**config.mk**
```make
export PLATFORM = sky130hd
export DESIGN_NAME = fft_power_spectrum
export DESIGN_NICKNAME = d
export VERILOG_FILES = /design/src/rtl/fft_power_spectrum.sv
export SDC_FILE = /design/constraint.sdc
export NUM_CORES = 1
export LEC_CHECK = 0
export CORE_MARGIN = 2
export CORE_UTILIZATION = 57
export CTS_BUF_LIST = sky130_fd_sc_hd__clkbuf_4
export DETAILED_ROUTE_END_ITERATION = 10
export PLACE_DENSITY = 0.87
export SYNTH_ARGS = -nofsm -noshare
export SYNTH_HDL_FRONTEND = slang
export SYNTH_SLANG_ARGS = --single-unit
```
**constraint.sdc**
```tcl
create_clock -name clk -period 6.6 [get_ports clk]
set_clock_uncertainty 0.2 [all_clocks]
set_input_delay 1.32 -clock clk [delete_from_list [all_inputs] [get_ports clk]]
set_output_delay 1.32 -clock clk [all_outputs]
set_load 0.1 [all_outputs]
```
**src/rtl/fft_power_spectrum.sv**
```systemverilog
// fft_power_spectrum
// Power-spectrum stage that sits directly after the FFT core. It takes one
// frame of complex bins, each carrying a block exponent, and computes
// |X|^2 = re^2 + im^2. Each result is rescaled by the beat's block exponent
// and saturated to OUT_W bits, then re-emitted with a bin index and frame
// markers. Frame integrity is checked as beats arrive. Malformed frames are
// flagged on their last forwarded beat and counted.
//
// Build option: define FFT_PWR_HALF_SPECTRUM_EN to forward only bins
// 0..POINTS/2. Bin POINTS/2 then carries pwr_eop. The remaining input bins
// are still accepted and still checked. Without the macro, all POINTS bins
// are forwarded.
//
// Ports
//   clk, reset_n         clock; synchronous active-low reset
//   snk_valid/snk_ready  input handshake (snk_ready is combinational from pwr_ready)
//   snk_error            FFT error code, nonzero marks a bad beat
//   snk_sop/snk_eop      input frame start / end
//   snk_real/snk_imag    signed bin value
//   snk_exp              signed block exponent, valid with every beat
//   pwr_valid/pwr_ready  output handshake
//   pwr_data             scaled power, unsigned, saturating
//   pwr_bin              bin index of the output beat
//   pwr_sop/pwr_eop      output frame markers
//   pwr_err              set on the closing beat of a malformed frame
//   frame_cnt            completed good frames, wraps
//   err_cnt              malformed frames, saturates at 0xFFFF
module fft_power_spectrum #(
    parameter int DATA_W = 12,
    parameter int EXP_W  = 6,
    parameter int POINTS = 1024,
    parameter int IDX_W  = 10,
    parameter int OUT_W  = 32
) (
    input  logic                     clk,
    input  logic                     reset_n,
    input  logic                     snk_valid,
    output logic                     snk_ready,
    input  logic [1:0]               snk_error,
    input  logic                     snk_sop,
    input  logic                     snk_eop,
    input  logic signed [DATA_W-1:0] snk_real,
    input  logic signed [DATA_W-1:0] snk_imag,
    input  logic signed [EXP_W-1:0]  snk_exp,
    output logic                     pwr_valid,
    input  logic                     pwr_ready,
    output logic [OUT_W-1:0]         pwr_data,
    output logic [IDX_W-1:0]         pwr_bin,
    output logic                     pwr_sop,
    output logic                     pwr_eop,
    output logic                     pwr_err,
    output logic [15:0]              frame_cnt,
    output logic [15:0]              err_cnt
);

    localparam logic [1:0] ST_IDLE  = 2'd0;
    localparam logic [1:0] ST_FRAME = 2'd1;
    localparam logic [1:0] ST_DROP  = 2'd2;

    localparam logic [IDX_W-1:0] LAST_BIN = IDX_W'(POINTS - 1);
`ifdef FFT_PWR_HALF_SPECTRUM_EN
    localparam bit               HALF_EN  = 1'b1;
    localparam logic [IDX_W-1:0] FWD_LAST = IDX_W'(POINTS / 2);
`else
    localparam bit               HALF_EN  = 1'b0;
    localparam logic [IDX_W-1:0] FWD_LAST = IDX_W'(POINTS - 1);
`endif

    // A left shift reaches 2*|e| <= 2**EXP_W. The wide word is sized so that
    // no bit is ever shifted out before the saturation test.
    localparam int SH_MAX = 2 ** EXP_W;
    localparam int P_W    = 2 * DATA_W;
    localparam int WIDE_W = P_W + SH_MAX;

    // Frame tracking state.
    logic [1:0]        state_reg, state_next;
    logic [IDX_W-1:0]  cnt_reg, cnt_next;
    logic              ferr_reg, ferr_next;
    logic [15:0]       frame_cnt_reg, err_cnt_reg;

    // Pipeline registers.
    logic                     s1_valid_reg, s1_sop_reg, s1_eop_reg, s1_err_reg;
    logic signed [DATA_W-1:0] s1_real_reg, s1_imag_reg;
    logic signed [EXP_W-1:0]  s1_exp_reg;
    logic [IDX_W-1:0]         s1_bin_reg;
    logic                     s2_valid_reg, s2_sop_reg, s2_eop_reg, s2_err_reg;
    logic [P_W-1:0]           s2_pwr_reg;
    logic signed [EXP_W-1:0]  s2_exp_reg;
    logic [IDX_W-1:0]         s2_bin_reg;
    logic                     s3_valid_reg, s3_sop_reg, s3_eop_reg, s3_err_reg;
    logic [OUT_W-1:0]         s3_data_reg;
    logic [IDX_W-1:0]         s3_bin_reg;

    logic adv, accept;
    assign adv       = !s3_valid_reg || pwr_ready;
    assign snk_ready = reset_n && adv;
    assign accept    = snk_valid && snk_ready;

    // Decisions made for the beat being accepted this cycle.
    logic             fwd, o_sop, o_eop, o_err, frame_inc, beat_err, frame_bad;
    logic [IDX_W-1:0] o_bin;
    logic [1:0]       err_inc;

    always_comb begin
        state_next = state_reg;
        cnt_next   = cnt_reg;
        ferr_next  = ferr_reg;
        fwd        = 1'b0;
        o_bin      = cnt_reg;
        o_sop      = 1'b0;
        o_eop      = 1'b0;
        o_err      = 1'b0;
        frame_inc  = 1'b0;
        err_inc    = 2'd0;
        beat_err   = |snk_error;
        frame_bad  = ferr_reg || beat_err;
        if (accept) begin
            if (snk_sop) begin
                // A sop inside a frame abandons the unterminated frame.
                if (state_reg == ST_FRAME) begin
                    err_inc = err_inc + 2'd1;
                end
                fwd   = 1'b1;
                o_bin = '0;
                o_sop = 1'b1;
                if (snk_eop) begin
                    // Single-beat frame: always short, so always malformed.
                    o_eop      = 1'b1;
                    o_err      = 1'b1;
                    err_inc    = err_inc + 2'd1;
                    state_next = ST_IDLE;
                    cnt_next   = '0;
                    ferr_next  = 1'b0;
                end else begin
                    state_next = ST_FRAME;
                    cnt_next   = IDX_W'(1);
                    ferr_next  = beat_err;
                end
            end else if (state_reg == ST_FRAME) begin
                fwd   = (cnt_reg <= FWD_LAST);
                o_bin = cnt_reg;
                if (snk_eop) begin
                    o_eop      = 1'b1;
                    state_next = ST_IDLE;
                    cnt_next   = '0;
                    ferr_next  = 1'b0;
                    if (cnt_reg == LAST_BIN && !frame_bad) begin
                        frame_inc = 1'b1;
                    end else begin
                        o_err   = 1'b1;
                        err_inc = err_inc + 2'd1;
                    end
                end else if (cnt_reg == LAST_BIN) begin
                    // Overlong frame: close it here and drop the excess.
                    o_eop      = 1'b1;
                    o_err      = 1'b1;
                    err_inc    = err_inc + 2'd1;
                    state_next = ST_DROP;
                    cnt_next   = '0;
                    ferr_next  = 1'b0;
                end else begin
                    cnt_next  = cnt_reg + IDX_W'(1);
                    ferr_next = frame_bad;
                    // Half spectrum: the output frame closes at the midpoint.
                    // Only errors seen so far can be reported on this beat.
                    if (HALF_EN && cnt_reg == FWD_LAST) begin
                        o_eop = 1'b1;
                        o_err = frame_bad;
                    end
                end
            end else if (state_reg == ST_DROP && snk_eop) begin
                state_next = ST_IDLE;
            end
        end
    end

    logic [16:0] err_sum;
    assign err_sum = {1'b0, err_cnt_reg} + 17'(err_inc);

    // S2 arithmetic: each square is at most 2**(P_W-2), so the sum fits in P_W bits.
    logic signed [P_W-1:0] re_ext, im_ext, sq_re, sq_im;
    logic [P_W-1:0]        pwr_sum;
    always_comb begin
        re_ext  = P_W'(s1_real_reg);
        im_ext  = P_W'(s1_imag_reg);
        sq_re   = re_ext * re_ext;
        sq_im   = im_ext * im_ext;
        pwr_sum = $unsigned(sq_re) + $unsigned(sq_im);
    end

    // S3 scaling: a negative exponent shifts left by 2|e|, otherwise shift right by 2e.
    logic signed [EXP_W:0] exp_ext;
    logic [EXP_W:0]        exp_mag;
    logic [EXP_W+1:0]      shamt;
    logic [WIDE_W-1:0]     wide_in, wide;
    logic [OUT_W-1:0]      scaled;
    always_comb begin
        exp_ext = (EXP_W + 1)'(s2_exp_reg);
        exp_mag = exp_ext[EXP_W] ? $unsigned(-exp_ext) : $unsigned(exp_ext);
        shamt   = {exp_mag, 1'b0};
        wide_in = {{SH_MAX{1'b0}}, s2_pwr_reg};
        wide    = exp_ext[EXP_W] ? (wide_in << shamt) : (wide_in >> shamt);
        scaled  = (|wide[WIDE_W-1:OUT_W]) ? {OUT_W{1'b1}} : wide[OUT_W-1:0];
    end

    always_ff @(posedge clk) begin
        if (!reset_n) begin
            state_reg     <= ST_IDLE;
            cnt_reg       <= '0;
            ferr_reg      <= 1'b0;
            frame_cnt_reg <= '0;
            err_cnt_reg   <= '0;
            s1_valid_reg  <= 1'b0;
            s1_sop_reg    <= 1'b0;
            s1_eop_reg    <= 1'b0;
            s1_err_reg    <= 1'b0;
            s1_real_reg   <= '0;
            s1_imag_reg   <= '0;
            s1_exp_reg    <= '0;
            s1_bin_reg    <= '0;
            s2_valid_reg  <= 1'b0;
            s2_sop_reg    <= 1'b0;
            s2_eop_reg    <= 1'b0;
            s2_err_reg    <= 1'b0;
            s2_pwr_reg    <= '0;
            s2_exp_reg    <= '0;
            s2_bin_reg    <= '0;
            s3_valid_reg  <= 1'b0;
            s3_sop_reg    <= 1'b0;
            s3_eop_reg    <= 1'b0;
            s3_err_reg    <= 1'b0;
            s3_data_reg   <= '0;
            s3_bin_reg    <= '0;
        end else begin
            state_reg     <= state_next;
            cnt_reg       <= cnt_next;
            ferr_reg      <= ferr_next;
            frame_cnt_reg <= frame_cnt_reg + 16'(frame_inc);
            err_cnt_reg   <= err_sum[16] ? 16'hFFFF : err_sum[15:0];
            if (adv) begin
                s1_valid_reg <= accept && fwd;
                s1_sop_reg   <= o_sop;
                s1_eop_reg   <= o_eop;
                s1_err_reg   <= o_err;
                s1_real_reg  <= snk_real;
                s1_imag_reg  <= snk_imag;
                s1_exp_reg   <= snk_exp;
                s1_bin_reg   <= o_bin;
                s2_valid_reg <= s1_valid_reg;
                s2_sop_reg   <= s1_sop_reg;
                s2_eop_reg   <= s1_eop_reg;
                s2_err_reg   <= s1_err_reg;
                s2_pwr_reg   <= pwr_sum;
                s2_exp_reg   <= s1_exp_reg;
                s2_bin_reg   <= s1_bin_reg;
                s3_valid_reg <= s2_valid_reg;
                s3_sop_reg   <= s2_sop_reg;
                s3_eop_reg   <= s2_eop_reg;
                s3_err_reg   <= s2_err_reg;
                s3_data_reg  <= scaled;
                s3_bin_reg   <= s2_bin_reg;
            end
        end
    end

    assign pwr_valid = s3_valid_reg;
    assign pwr_data  = s3_data_reg;
    assign pwr_bin   = s3_bin_reg;
    assign pwr_sop   = s3_sop_reg;
    assign pwr_eop   = s3_eop_reg;
    assign pwr_err   = s3_err_reg;
    assign frame_cnt = frame_cnt_reg;
    assign err_cnt   = err_cnt_reg;

endmodule

```
==> impl_metrics.tcl <==
set metrics [dict create \
    rsz0062_at_grt "true" \
    yosysTopAreaCellShare_pct 29.4 \
    ir_drop_mv 0.467 \
    synthFlopType "dfxtp_1" \
    grt.overflow.total 0 \
    final_nets 2697 \
    syn_area_mm2 0.0191 \
    post-synth-top-count-cell "inv_1" \
    cp-endpoint "s2_pwr_reg[21]$_SDFFE_PN0N_" \
    clk_path_buf_depth 2 \
    io_pins 117 \
    wirelength_mm 49.9 \
    slowest_stage "fa_1" \
    intPower_w 0.00362 \
    fin_crit_sh_pct 97.8 \
    pwr_density_cell_mw_per_mm2 322 \
    clk_latency_ns 0.64 \
    viasPerCell 5.72 \
    cts.clk_slew.worst_paths_ns 0.19 \
    max_freq_mhz 155 \
    yosysUniqueCellTypes 77 \
    crit_required_ns 6.96 \
    crit_path_start "s1_imag_reg[11]$_SDFFE_PN0N_" \
    rows 67 \
    syn-num-nets 2587 \
    syn2layout_area_growth_pct 14.3 \
    dp_cells 2685 \
    hold_violations 0 \
    r2r-end "s2_pwr_reg[21]$_SDFFE_PN0N_" \
    gp_congestion 0.967 \
    r2r-start "s1_imag_reg[11]$_SDFFE_PN0N_" \
    min_path_type "register to register" \
    p_sw_w 0.00342 \
    chipHeight_um 187 \
    grt_pass1_wl_mm 80.1 \
    wl_per_cell_um 18.2 \
    htree_levels 4 \
    cellLeakagePower_nw 9.82 \
    initial_utilization_pct 57.4 \
    grt_use_total_pct 28.4 \
    grt_pass1_vias 16087 \
    drcViolationCount 0 \
    antenna_found_initial 1 \
    dieArea_mm2 0.0350 \
    worstPathArrival_ns 6.82 \
    vias 15680 \
    post-route-min-period_ns 6.46 \
    fin_cells 2740 \
    reg2reg_depth 23 \
    rrSetupSlack_ns 0.14 \
    ant_nets 0 \
    synth-edff-count 0 \
    die_width_um 187 \
    maxCapViolations 0 \
    outcome "completed" \
    synthTopCellsByArea "fa_1 (29%), dfxtp_1 (19%), inv_1 (7.2%)" \
    seq_power_share_pct 18.8 \
    avgSynthCellArea_um2 8.82 \
    yosysWarnings 0 \
    cp_max_fo 5 \
    core_mm2 0.0333 \
    ys_seq_area_share_pct 18.8 \
    syn_inst 2167 \
    swShare_pct 48.5 \
    synth_top_area_cell "fa_1" \
    cts-root-buf "clkbuf_4" \
    power_frac_comb_pct 71.4 \
    grt_max_degree 104 \
    setup_viol 0 \
    max_slew_margin_pct 32.3 \
    cpMostUsedCell "fa_1" \
    cts_made_buffers 17 \
    p_clk_share_pct 9.8 \
    hpwlAfterDp_mm 37.8 \
    clkSinkCount 179 \
    start_kind "register" \
    drive_gt1_share_pct 12.6 \
    finalMaxSlewViolations 0 \
    dr.first_iter.drc_count 1194 \
    synthArstFlopShare_pct 0 \
    drtPass1Iterations 5 \
    slowest_delay_ns 0.58 \
    ys_seq_elements 179 \
    synth_common_cells "inv_1 (365), nand2_1 (299), fa_1 (281)" \
    timing.final.ws_setup_ns 0.143 \
    tritoncts "done" \
    dp_slack_ns -0.182 \
    crit_chain "buf_2 -> buf_4 -> and2_1 -> fa_1 -> inv_1 -> fa_1 -> inv_1 -> fa_1 -> fa_1 -> fa_1 -> fa_1 -> inv_1 -> fa_1 -> inv_1 -> ha_4 -> and4_4 -> and2_1 -> a31oi_2 -> a21oi_2 -> buf_4 -> xor2_1 -> nand2_1 -> a21oi_1" \
    largest_register_ffs 32 \
    total_power_w 0.00704 \
    cp-end-kind "register" \
    io_buffers 116 \
    path_class "register to register" \
    worst_pin_slew_ns 1.01 \
]
## through the flow
step           hold WS (ns)  instance area, um^2  utilization, %  setup TNS [ns]
6_report              0.251                21800            65.6               0
5_1_grt               0.268                21800            65.6          -0.544
4_1_cts               0.258                21300            64.0               0
3_5_place_dp          0.244                20900            62.9          -0.661
3_3_place_gp          0.240                20900            62.9               0
2_1_floorplan         0.232                19100               -               0
## cell families (layout without fill, tap and decap cells)
group,count (synthesis),after routing,synth area share [%]
compound gates,344,344,11.4
xor+xnor,78,78,3.61
fa+ha+maj,382,382,36.1
buf+inv,487,610,9.88
flops,179,179,18.8
mux,91,91,5.69
other cells,0,2,0
simple gates,606,606,14.6
## metal layers
metal / GRT usage (%) / routed length [um]
met5: 0 / 0
met4: 10.7 / 1790
met3: 5.61 / 4010
met2: 47.3 / 24500
met1: 36.7 / 19500
## area by class of cell
class / count / area (um^2)
multi-input cells: 1501 / 14000
fillers: 2559 / 11400
flip-flops and latches: 179 / 3640
repair buffers: 212 / 1950
inverters: 366 / 1380
well taps: 448 / 561
clock inverters: 15 / 198
clock buffers: 17 / 128
diodes: 2 / 5.00
## critical path, delay by kind of cell, from the launching register on
kind	cells	cell delay, ns
AND/OR/NAND/NOR	4	0.65
XOR/XNOR	1	0.14
buffers and inverters	7	0.71
flip-flops	1	0.40
AO/OA/AOI/OAI	3	0.42
adder cells (fa/ha/maj)	8	3.86
## timing repair
item / in CTS / in global routing
setup buffers: 0 / 21
hold endpoints to repair: 0 / 0
endpoints found under the setup margin: 9 / 9
hold buffers: 0 / 0
gates resized for setup: 18 / 105
pin swaps: 2 / 42
## how the worst min path moves through the flow
stage	slack (ns)	end	depth (start not counted)	from
floorplan	0.23	s1_exp_reg[0]$_SDFFE_PN0N_	2	s1_exp_reg[0]$_SDFFE_PN0N_
global placement	0.24	s2_bin_reg[0]$_SDFFE_PN0N_	2	s2_bin_reg[0]$_SDFFE_PN0N_
detailed placement	0.24	s1_exp_reg[5]$_SDFFE_PN0N_	2	s1_exp_reg[5]$_SDFFE_PN0N_
CTS	0.26	pwr_bin[9]$_SDFFE_PN0N_	2	s2_bin_reg[9]$_SDFFE_PN0N_
global route	0.27	s2_bin_reg[7]$_SDFFE_PN0N_	2	s1_bin_reg[7]$_SDFFE_PN0N_
finish	0.25	pwr_bin[9]$_SDFFE_PN0N_	2	s2_bin_reg[9]$_SDFFE_PN0N_
## power groups by stage
stage / Clock [W] / Combinational, W / Sequential (W)
global placement: 0 / 0.00411 / 0.00133
floorplan: 0 / 0.00291 / 0.00148
finish: 0.000687 / 0.00503 / 0.00133
detailed placement: 0 / 0.00426 / 0.00134
CTS: 0.000696 / 0.00431 / 0.00132
global route: 0.000736 / 0.00550 / 0.00134
## placed cells by master, fill, tap and decap left out, types with 9 or more instances in the layout
cell,count
mux2_2,11
nand3_1,38
a21o_1,11
nand2b_1,12
mux4_2,12
o21ai_0,51
a21oi_1,139
inv_1,350
inv_2,15
nor2_1,95
dfxtp_1,156
clkdlybuf4s50_1,115
dfxtp_4,13
nor2b_1,23
o221ai_1,9
fa_2,10
buf_4,84
mux2i_1,67
dfxtp_2,10
clkbuf_4,17
nand4_1,13
ha_4,11
xnor2_1,47
nor3_1,16
nand2_1,291
a211oi_1,11
xor2_1,27
fa_1,271
a22oi_1,12
o21ai_2,31
ha_1,90
and2_1,56
Note: power is estimated with default switching activity, not from simulation.
